### src/rtl/uart_pkg.sv
// rtl/uart_pkg.sv - shared UART constants and FSM encodings (UART_TX_PARITY_EN adds the parity state)
package uart_pkg;

   localparam int UART_NBITS            = 8;
   localparam int UART_BAUD_DIV_DEFAULT = 10417;

`ifdef UART_TX_PARITY_EN
   typedef enum logic [2:0] {
      ST_IDLE   = 3'd0,
      ST_START  = 3'd1,
      ST_DATA   = 3'd2,
      ST_PARITY = 3'd3,
      ST_STOP   = 3'd4
   } uart_state_e;
`else
   typedef enum logic [2:0] {
      ST_IDLE   = 3'd0,
      ST_START  = 3'd1,
      ST_DATA   = 3'd2,
      ST_STOP   = 3'd4
   } uart_state_e;
`endif

   function automatic logic even_parity(input logic [UART_NBITS-1:0] d);
      return ^d;
   endfunction

endpackage

### src/rtl/uart_tx_baud_tick.sv
// rtl/uart_tx_baud_tick.sv - bit-period counter, 0..BAUD_DIV-1 with a one-cycle tick on the last count
module baud_tick
   import uart_pkg::*;
#(
   parameter int BAUD_DIV  = UART_BAUD_DIV_DEFAULT,
   parameter int NBITS_DIV = 16
) (
   input  logic clk,
   input  logic rst,
   input  logic clear,
   output logic tick
);

   localparam logic [NBITS_DIV-1:0] LAST = NBITS_DIV'(BAUD_DIV - 1);

   logic [NBITS_DIV-1:0] cnt_q;
   logic [NBITS_DIV-1:0] cnt_d;

   always_comb begin
      cnt_d = cnt_q;
      tick  = 1'b0;
      if (clear) begin
         cnt_d = '0;
      end else if (cnt_q == LAST) begin
         cnt_d = '0;
         tick  = 1'b1;
      end else begin
         cnt_d = cnt_q + NBITS_DIV'(1);
      end
   end

   always_ff @(posedge clk) begin
      if (!rst) begin
         cnt_q <= '0;
      end else begin
         cnt_q <= cnt_d;
      end
   end

endmodule

### src/rtl/uart_tx.sv
// rtl/uart_tx.sv - 8N1 UART transmitter; define UART_TX_PARITY_EN for an even-parity bit (8E1)
module uart_tx
   import uart_pkg::*;
#(
   parameter int BAUD_DIV  = UART_BAUD_DIV_DEFAULT,
   parameter int NBITS_DIV = 16
) (
   input  logic       clk,
   input  logic       rst,
   input  logic       start,
   input  logic [7:0] dataTX,
   output logic       serialTX,
   output logic       busy,
   output logic       done
);

   localparam logic [2:0] LAST_IDX = 3'(UART_NBITS - 1);

   uart_state_e state_q, state_d;
   logic [7:0]  shift_q, shift_d;
   logic [2:0]  idx_q,   idx_d;
   logic        serial_q, serial_d;
   logic        done_q,   done_d;
   logic        tick;
`ifdef UART_TX_PARITY_EN
   logic        par_q,    par_d;
`endif

   baud_tick #(
      .BAUD_DIV  (BAUD_DIV),
      .NBITS_DIV (NBITS_DIV)
   ) u_baud_tick (
      .clk   (clk),
      .rst   (rst),
      .clear (state_q == ST_IDLE),
      .tick  (tick)
   );

   always_comb begin
      state_d  = state_q;
      shift_d  = shift_q;
      idx_d    = idx_q;
      done_d   = 1'b0;
      serial_d = 1'b1;
`ifdef UART_TX_PARITY_EN
      par_d    = par_q;
`endif

      case (state_q)
         ST_IDLE: begin
            if (start) begin
               shift_d = dataTX;
               idx_d   = 3'd0;
`ifdef UART_TX_PARITY_EN
               par_d   = even_parity(dataTX);
`endif
               state_d = ST_START;
            end
         end
         ST_START: begin
            if (tick) state_d = ST_DATA;
         end
         ST_DATA: begin
            if (tick) begin
               if (idx_q == LAST_IDX) begin
`ifdef UART_TX_PARITY_EN
                  state_d = ST_PARITY;
`else
                  state_d = ST_STOP;
`endif
               end else begin
                  shift_d = shift_q >> 1;
                  idx_d   = idx_q + 3'd1;
               end
            end
         end
`ifdef UART_TX_PARITY_EN
         ST_PARITY: begin
            if (tick) state_d = ST_STOP;
         end
`endif
         ST_STOP: begin
            if (tick) begin
               state_d = ST_IDLE;
               done_d  = 1'b1;
            end
         end
         default: state_d = ST_IDLE;
      endcase

      // Line level is registered from the next state so serialTX never glitches.
      case (state_d)
         ST_START:  serial_d = 1'b0;
         ST_DATA:   serial_d = shift_d[0];
`ifdef UART_TX_PARITY_EN
         ST_PARITY: serial_d = par_d;
`endif
         default:   serial_d = 1'b1;
      endcase
   end

   always_ff @(posedge clk) begin
      if (!rst) begin
         state_q  <= ST_IDLE;
         shift_q  <= 8'h00;
         idx_q    <= 3'd0;
         serial_q <= 1'b1;
         done_q   <= 1'b0;
`ifdef UART_TX_PARITY_EN
         par_q    <= 1'b0;
`endif
      end else begin
         state_q  <= state_d;
         shift_q  <= shift_d;
         idx_q    <= idx_d;
         serial_q <= serial_d;
         done_q   <= done_d;
`ifdef UART_TX_PARITY_EN
         par_q    <= par_d;
`endif
      end
   end

   assign serialTX = serial_q;
   assign busy     = (state_q != ST_IDLE);
   assign done     = done_q;

endmodule

### config.mk
export PLATFORM = sky130hd
export DESIGN_NAME = uart_tx
export DESIGN_NICKNAME = d
export VERILOG_FILES = /design/src/rtl/uart_pkg.sv /design/src/rtl/uart_tx_baud_tick.sv /design/src/rtl/uart_tx.sv
export SDC_FILE = /design/constraint.sdc
export NUM_CORES = 1
export LEC_CHECK = 0
export BUFFER_PORTS_ARGS = -buffer_cell sky130_fd_sc_hd__buf_2
export CAP_MARGIN = 20
export CORE_ASPECT_RATIO = 1.5
export CORE_MARGIN = 4
export CORE_UTILIZATION = 40
export CTS_CLUSTER_SIZE = 12
export DETAILED_ROUTE_END_ITERATION = 16
export PLACE_DENSITY_LB_ADDON = 0.15
export SLEW_MARGIN = 20
export SYNTH_ARGS = -nofsm -noshare
export SYNTH_HDL_FRONTEND = slang
export SYNTH_SLANG_ARGS = --single-unit
### constraint.sdc
create_clock -name clk -period 2 [get_ports clk]
set_input_delay 0.4 -clock clk [delete_from_list [all_inputs] [get_ports clk]]
set_output_delay 0.4 -clock clk [all_outputs]
set_load 0.01 [all_outputs]
## After elaboration in Yosys (flattened, before gate mapping)

Index checks and enable logic that the tools add are counted.
Widths: inputs -> output; s select.

- Add/sub/neg operators: 2
- Bitwise operators: 1
- Mux-type cells: 18
- Reductions and logical operators: 6
- Equal/unequal tests: 10

Operators with widths:

| cell | number |
|---|---|
| $mux 3 | 8 |
| $mux 8 | 3 |
| $add 16x1->16 const B | 1 |
| $eq 16x14->1 const B | 1 |
| $pmux 8 s2 | 1 |
| $pmux 3 s4 | 1 |
| $eq 3x1->1 const B | 2 |
| $eq 3x2->1 const B | 2 |
| $eq 3x3->1 const B | 2 |
| $ne 2x2->1 const B | 3 |
| $pmux 3 s2 | 1 |
| $reduce_and 4->1 | 1 |
| $add 3x1->3 const B | 1 |
| $logic_not 3->1 | 1 |
| $mux 1 | 3 |
| $reduce_bool 3->1 | 1 |
| $reduce_or 3->1 | 1 |
| $pmux 1 s2 | 1 |
| $reduce_and 2->1 | 1 |
| $reduce_bool 2->1 | 1 |
| $not 1->1 | 1 |

- Register bits after elaboration: 32
- Output and inout port bits: 3
- Logic and storage cells: 44
- Input bits: 11

## Logic depth before layout (Yosys ltp)

- Word-level depth: 7
- Mapped depth: 8
- Gate-level depth less buffers: 7

## Hierarchy

From an unflattened synthesis, not the netlist that was laid out.

- Cell total of the unflattened synthesis: 163
- Area, all modules: 1,471.4 um^2

By module, submodules not included:

| module | instances | cells each | seq. area each (um^2) | area each (um^2) |
|---|---|---|---|---|
| baud_tick | 1 | 88 | 320.3 | 762.0 |
| uart_tx | 1 | 75 | 320.3 | 709.4 |

## Worst setup path after synthesis

Ideal clock, no wire load.

- Path type: flip-flop to flip-flop
- From: register u_baud_tick.cnt_q[0]
- To: register serial_q, in the netlist serialTX
- Required time: 1.878 ns
- Cell stages (with the launch flop): 8
- Path buffers: 0
- Setup time: 0.122 ns
- Period minus slack after synthesis: 1.760 ns
- Setup slack: 0.240 ns
- Data arrival time: 1.638 ns
- Path through: dfxtp_1 > inv_1 > ha_1 > and4bb_2 > nand4_4 > nor4_1 > or3_1 > a311o_1

- Cells in the longest elaborated chain, start to end: 7
- Elaborated cells on any way between the ends: 12
- Classes of those cells: eq/ne (3); mux (9)

RTL lines:

| item | RTL line | RTL |
|---|---|---|
| from (decl) | uart_tx_baud_tick.sv:16 | `logic [NBITS_DIV-1:0] cnt_q;` |
| from (signal assigned) | uart_tx_baud_tick.sv:36 | `cnt_q <= cnt_d;` |
| $eq 16x14->1 * | uart_tx_baud_tick.sv:24 | `end else if (cnt_q == LAST) begin` |
| $mux 1 * | uart_tx_baud_tick.sv:24 |  |
| $mux 1 * | uart_tx_baud_tick.sv:22 | `if (clear) begin` |
| $mux 3, on equally long branches | uart_tx.sv:83, uart_tx.sv:61, uart_tx.sv:64 |  |
| $pmux 3 s4 | uart_tx.sv:49 | `case (state_q)` |
| $eq 3x2->1 or $eq 3x1->1 (tied branches) | uart_tx.sv:92 | `case (state_d)` |
| $pmux 1 s2 * | uart_tx.sv:92 |  |
| to (signal assigned) | uart_tx.sv:116 | `serial_q <= serial_d;` |
| to (decl) | uart_tx.sv:22 | `logic serial_q, serial_d;` |

Mark *: on every way between the ends. The rest lies on a longest branch, timed or not. The select of a mux whose other input is x is not followed.
A chain may end at the register's enable or synchronous reset.

## Worst setup path in the final report

Same ends and word-level chain as after synthesis.

==> key figures <==
Synth
  • YS warnings: 0
  • Syn avg cell area: 9.147 sq um
  • Post-Syn Instances: 164
  • Net count after synthesis: 179
  • Largest cells by area after synthesis: dfxtp_1 43%, nor2_1 6.3%, a222oi_1 4.0%
  • Number of synthesized flops with an enable pin: 0
  • Cell taking the most area after synthesis: dfxtp_1
  • Post-synthesis sequential area ratio: 0.4270
  • Synth top area share: 0.4270
  • Synth Cell Area: 1500 sq um
  • Top FF cell, synth: dfxtp_1
  • #FFs+latches synth: 32
  • Count of different cell masters after synthesis: 40
  • Asr flop ratio synth: 0

Clock tree
  • Clk_lat worst skew: 0.28 ns
  • TritonCTS Buffers: 5
  • Clk sinks: 32
  • Post-CTS Hold Buffers: 0
  • CTS tree: done
  • Clock tree buffer depth: 2
  • CTS H-tree depth: 2
  • Clock root buffer: clkbuf_8
  • Clock transition at path regs: 0.07 ns

Placement
  • Final Wtd Congestion: 0.8208
  • Dpl hpwl: 2.247 mm
  • Placed insts: 222
  • Port Buf Inserts: 13

Drt
  • Final WL: 3.046 mm
  • Routed wire per std cell: 13.07 um
  • Drt drc: 0
  • Final ANT Viol Nets: 0
  • Vias: 1,272
  • Pre-antenna DRT Iters: 4
  • Detailed Route Iter0 Violations: 49
  • Routed vias/inst: 5.459

Critical path
  • Critical-path maximum fanout: 8
  • Reg2reg path depth: 7
  • CP Class: reg2reg
  • Crit path launch type: flip-flop
  • CP required: 2.17 ns
  • CP arrival: 2.07 ns
  • Worst setup EP type: flip-flop

Timing
  • Final setup vio count: 0
  • Max-slew violation count: 0
  • Max_slew headroom: 0.7138
  • Setup TNS: 0 ns
  • Final Hold Violating Endpoints: 0
  • Least-Margin Pin Slew: 0.4288 ns
  • Crit path time final: 1.905 ns
  • Period utilization: 0.9524
  • Clk_skew: 0.005111 ns
  • Fmax: 525.0 MHz
  • RSZ-0062 raised after global routing: false

Layout
  • Net count, final: 204
  • Most common cell after layout, fill and taps aside: dfxtp_1
  • Fill cell count: 354
  • Layout cells sized above 1: 0.2263
  • Final instance count without filler cells: 233
  • Post-Route Utilization: 0.4952
  • Ant diodes: 0
  • Area Growth Syn to Fin: 20.43%
  • Most frequent cells in the layout: 32 x dfxtp_1, 25 x nor2_1, 13 x buf_2, 10 x nand2_1, 10 x buf_4

Floorplanning
  • Die height: 83.01 um
  • Die Wd: 58.01 um
  • IO Pins: 14
  • Die ar.: 4815 sq um
  • CORE AREA: 3649 sq um
  • Starting Density: 0.4112
  • # rows: 27

Global route
  • Vias in the first global route: 1,191
  • Largest net degree at the start of global routing: 17
  • Gr usage total: 0.1338
  • Initial antenna violation count: 0
  • Total gr overflow: 0
  • First-pass GRT wire length: 5.154 mm

Hold path
  • Class of the worst hold path: in2reg
  • Hold path depth: 3

Power and ir drop
  • PwrDens: 788.9 nW/um^2
  • Leakage: 0.6829 nW
  • Max VDD drop: 0.0005131 V

Job
  • Max Cap Violations: 0

Outcome
  • Run status: complete, no violations
routing by layer:
| metal | up-vias | wire, um | GRT usage |
|---|---|---|---|
| met4 | 0 | 43 | 0.06540 |
| met1 | 617 | 1346 | 0.1556 |
| met5 | - | 0 | 0 |
| met3 | 5 | 85 | 0.02799 |
| met2 | 16 | 1570 | 0.2253 |
| li1 | 634 | - | - |
kinds of logic (layout without fill, tap and decap cells):
logic type                 Yosys count  count (layout)  synth area share
AOI/OAI and AO/OA                   23              24            0.1093
DFF                                 32              32            0.4270
adders and majority gates            4               4           0.03336
xor gates and xnor gates            11              11           0.06422
buffers and inverters               15              40           0.04420
muxes                                3               3           0.02085
and+or+nand+nor                     76              76            0.3011
final timing paths:
kind              slack [ns]         end                 start
setup reg to reg         0.1    serialTX  u_baud_tick.cnt_q[0]
setup / recovery         0.1    serialTX  u_baud_tick.cnt_q[0]
hold / removal          0.36  shift_q[3]             dataTX[3]
hold reg to reg         0.47    idx_q[2]              idx_q[2]
worst max-delay path: stages, from the launching register on:
cell and delay (ns):
dfxtp_1 0.37, inv_1 0.06, ha_1 0.20, and4bb_2 0.25
nand4_4 0.16, nor4_1 0.07, or3_1 0.33, a311o_1 0.36
synthesized netlist by cell type (2+ instances only):
cell / instances
a211oi_1: 2
a21oi_1: 6
a222oi_1: 6
a22oi_1: 2
and2_1: 2
and3_1: 2
and4bb_2: 2
buf_2: 2
clkbuf_1: 3
dfxtp_1: 32
ha_1: 4
inv_1: 9
mux2i_1: 2
nand2_1: 10
nand3_1: 5
nand4_1: 5
nor2_1: 25
nor3_1: 3
nor3b_2: 2
nor4_1: 2
nor4b_1: 2
o21ai_0: 5
or2_2: 2
or3_1: 4
xnor2_1: 6
xor2_1: 5
layout make-up:
class / count / area, sq um / share of cell area
inverters: 9 / 33.78 / 0.01870
clock inverters: 1 / 30.03 / 0.01662
multi-input cells: 118 / 812.0 / 0.4494
well taps: 43 / 53.80 / 0.02978
repair buffers: 23 / 140.1 / 0.07756
clock buffers: 7 / 96.34 / 0.05332
flip-flops and latches: 32 / 640.6 / 0.3546
stage by stage:
| stage | worst slack [ns] | area, sq um | total power [mW] | hold slack, ns |
|---|---|---|---|---|
| 4_1_cts | 0.07911 | 1773 | 1.439 | 0.3498 |
| 3_3_place_gp | 0.1540 | 1647 | 0.7586 | 0.4424 |
| 3_5_place_dp | 0.08959 | 1647 | 0.7625 | 0.4496 |
| 2_1_floorplan | 0.2397 | 1500 | 0.7345 | 0.4255 |
| 5_1_grt | 0.01446 | 1807 | 1.478 | 0.3531 |
| 6_report | 0.09526 | 1807 | 1.425 | 0.3590 |
flip-flops by register name (all words and copies together) (netlist names):
register and flops:
state_q 3, done 1, shift_q 8, idx_q 3, u_baud_tick.cnt_q 16, serialTX 1
power breakdown:
part           leakage [nW]  switching (mW)  internal, mW  total (mW)
Combinational         0.359          0.0473        0.0425      0.0898
Sequential            0.260          0.0115         0.654       0.665
Clock                0.0645           0.231         0.439       0.670
Total                 0.683           0.290          1.14        1.43
timing repair:
item | CTS | global route
gates resized for setup | 0 | 2
setup endpoints to repair | 0 | 7
setup buffers | 0 | 2
Note: power is estimated with default switching activity, not from simulation.
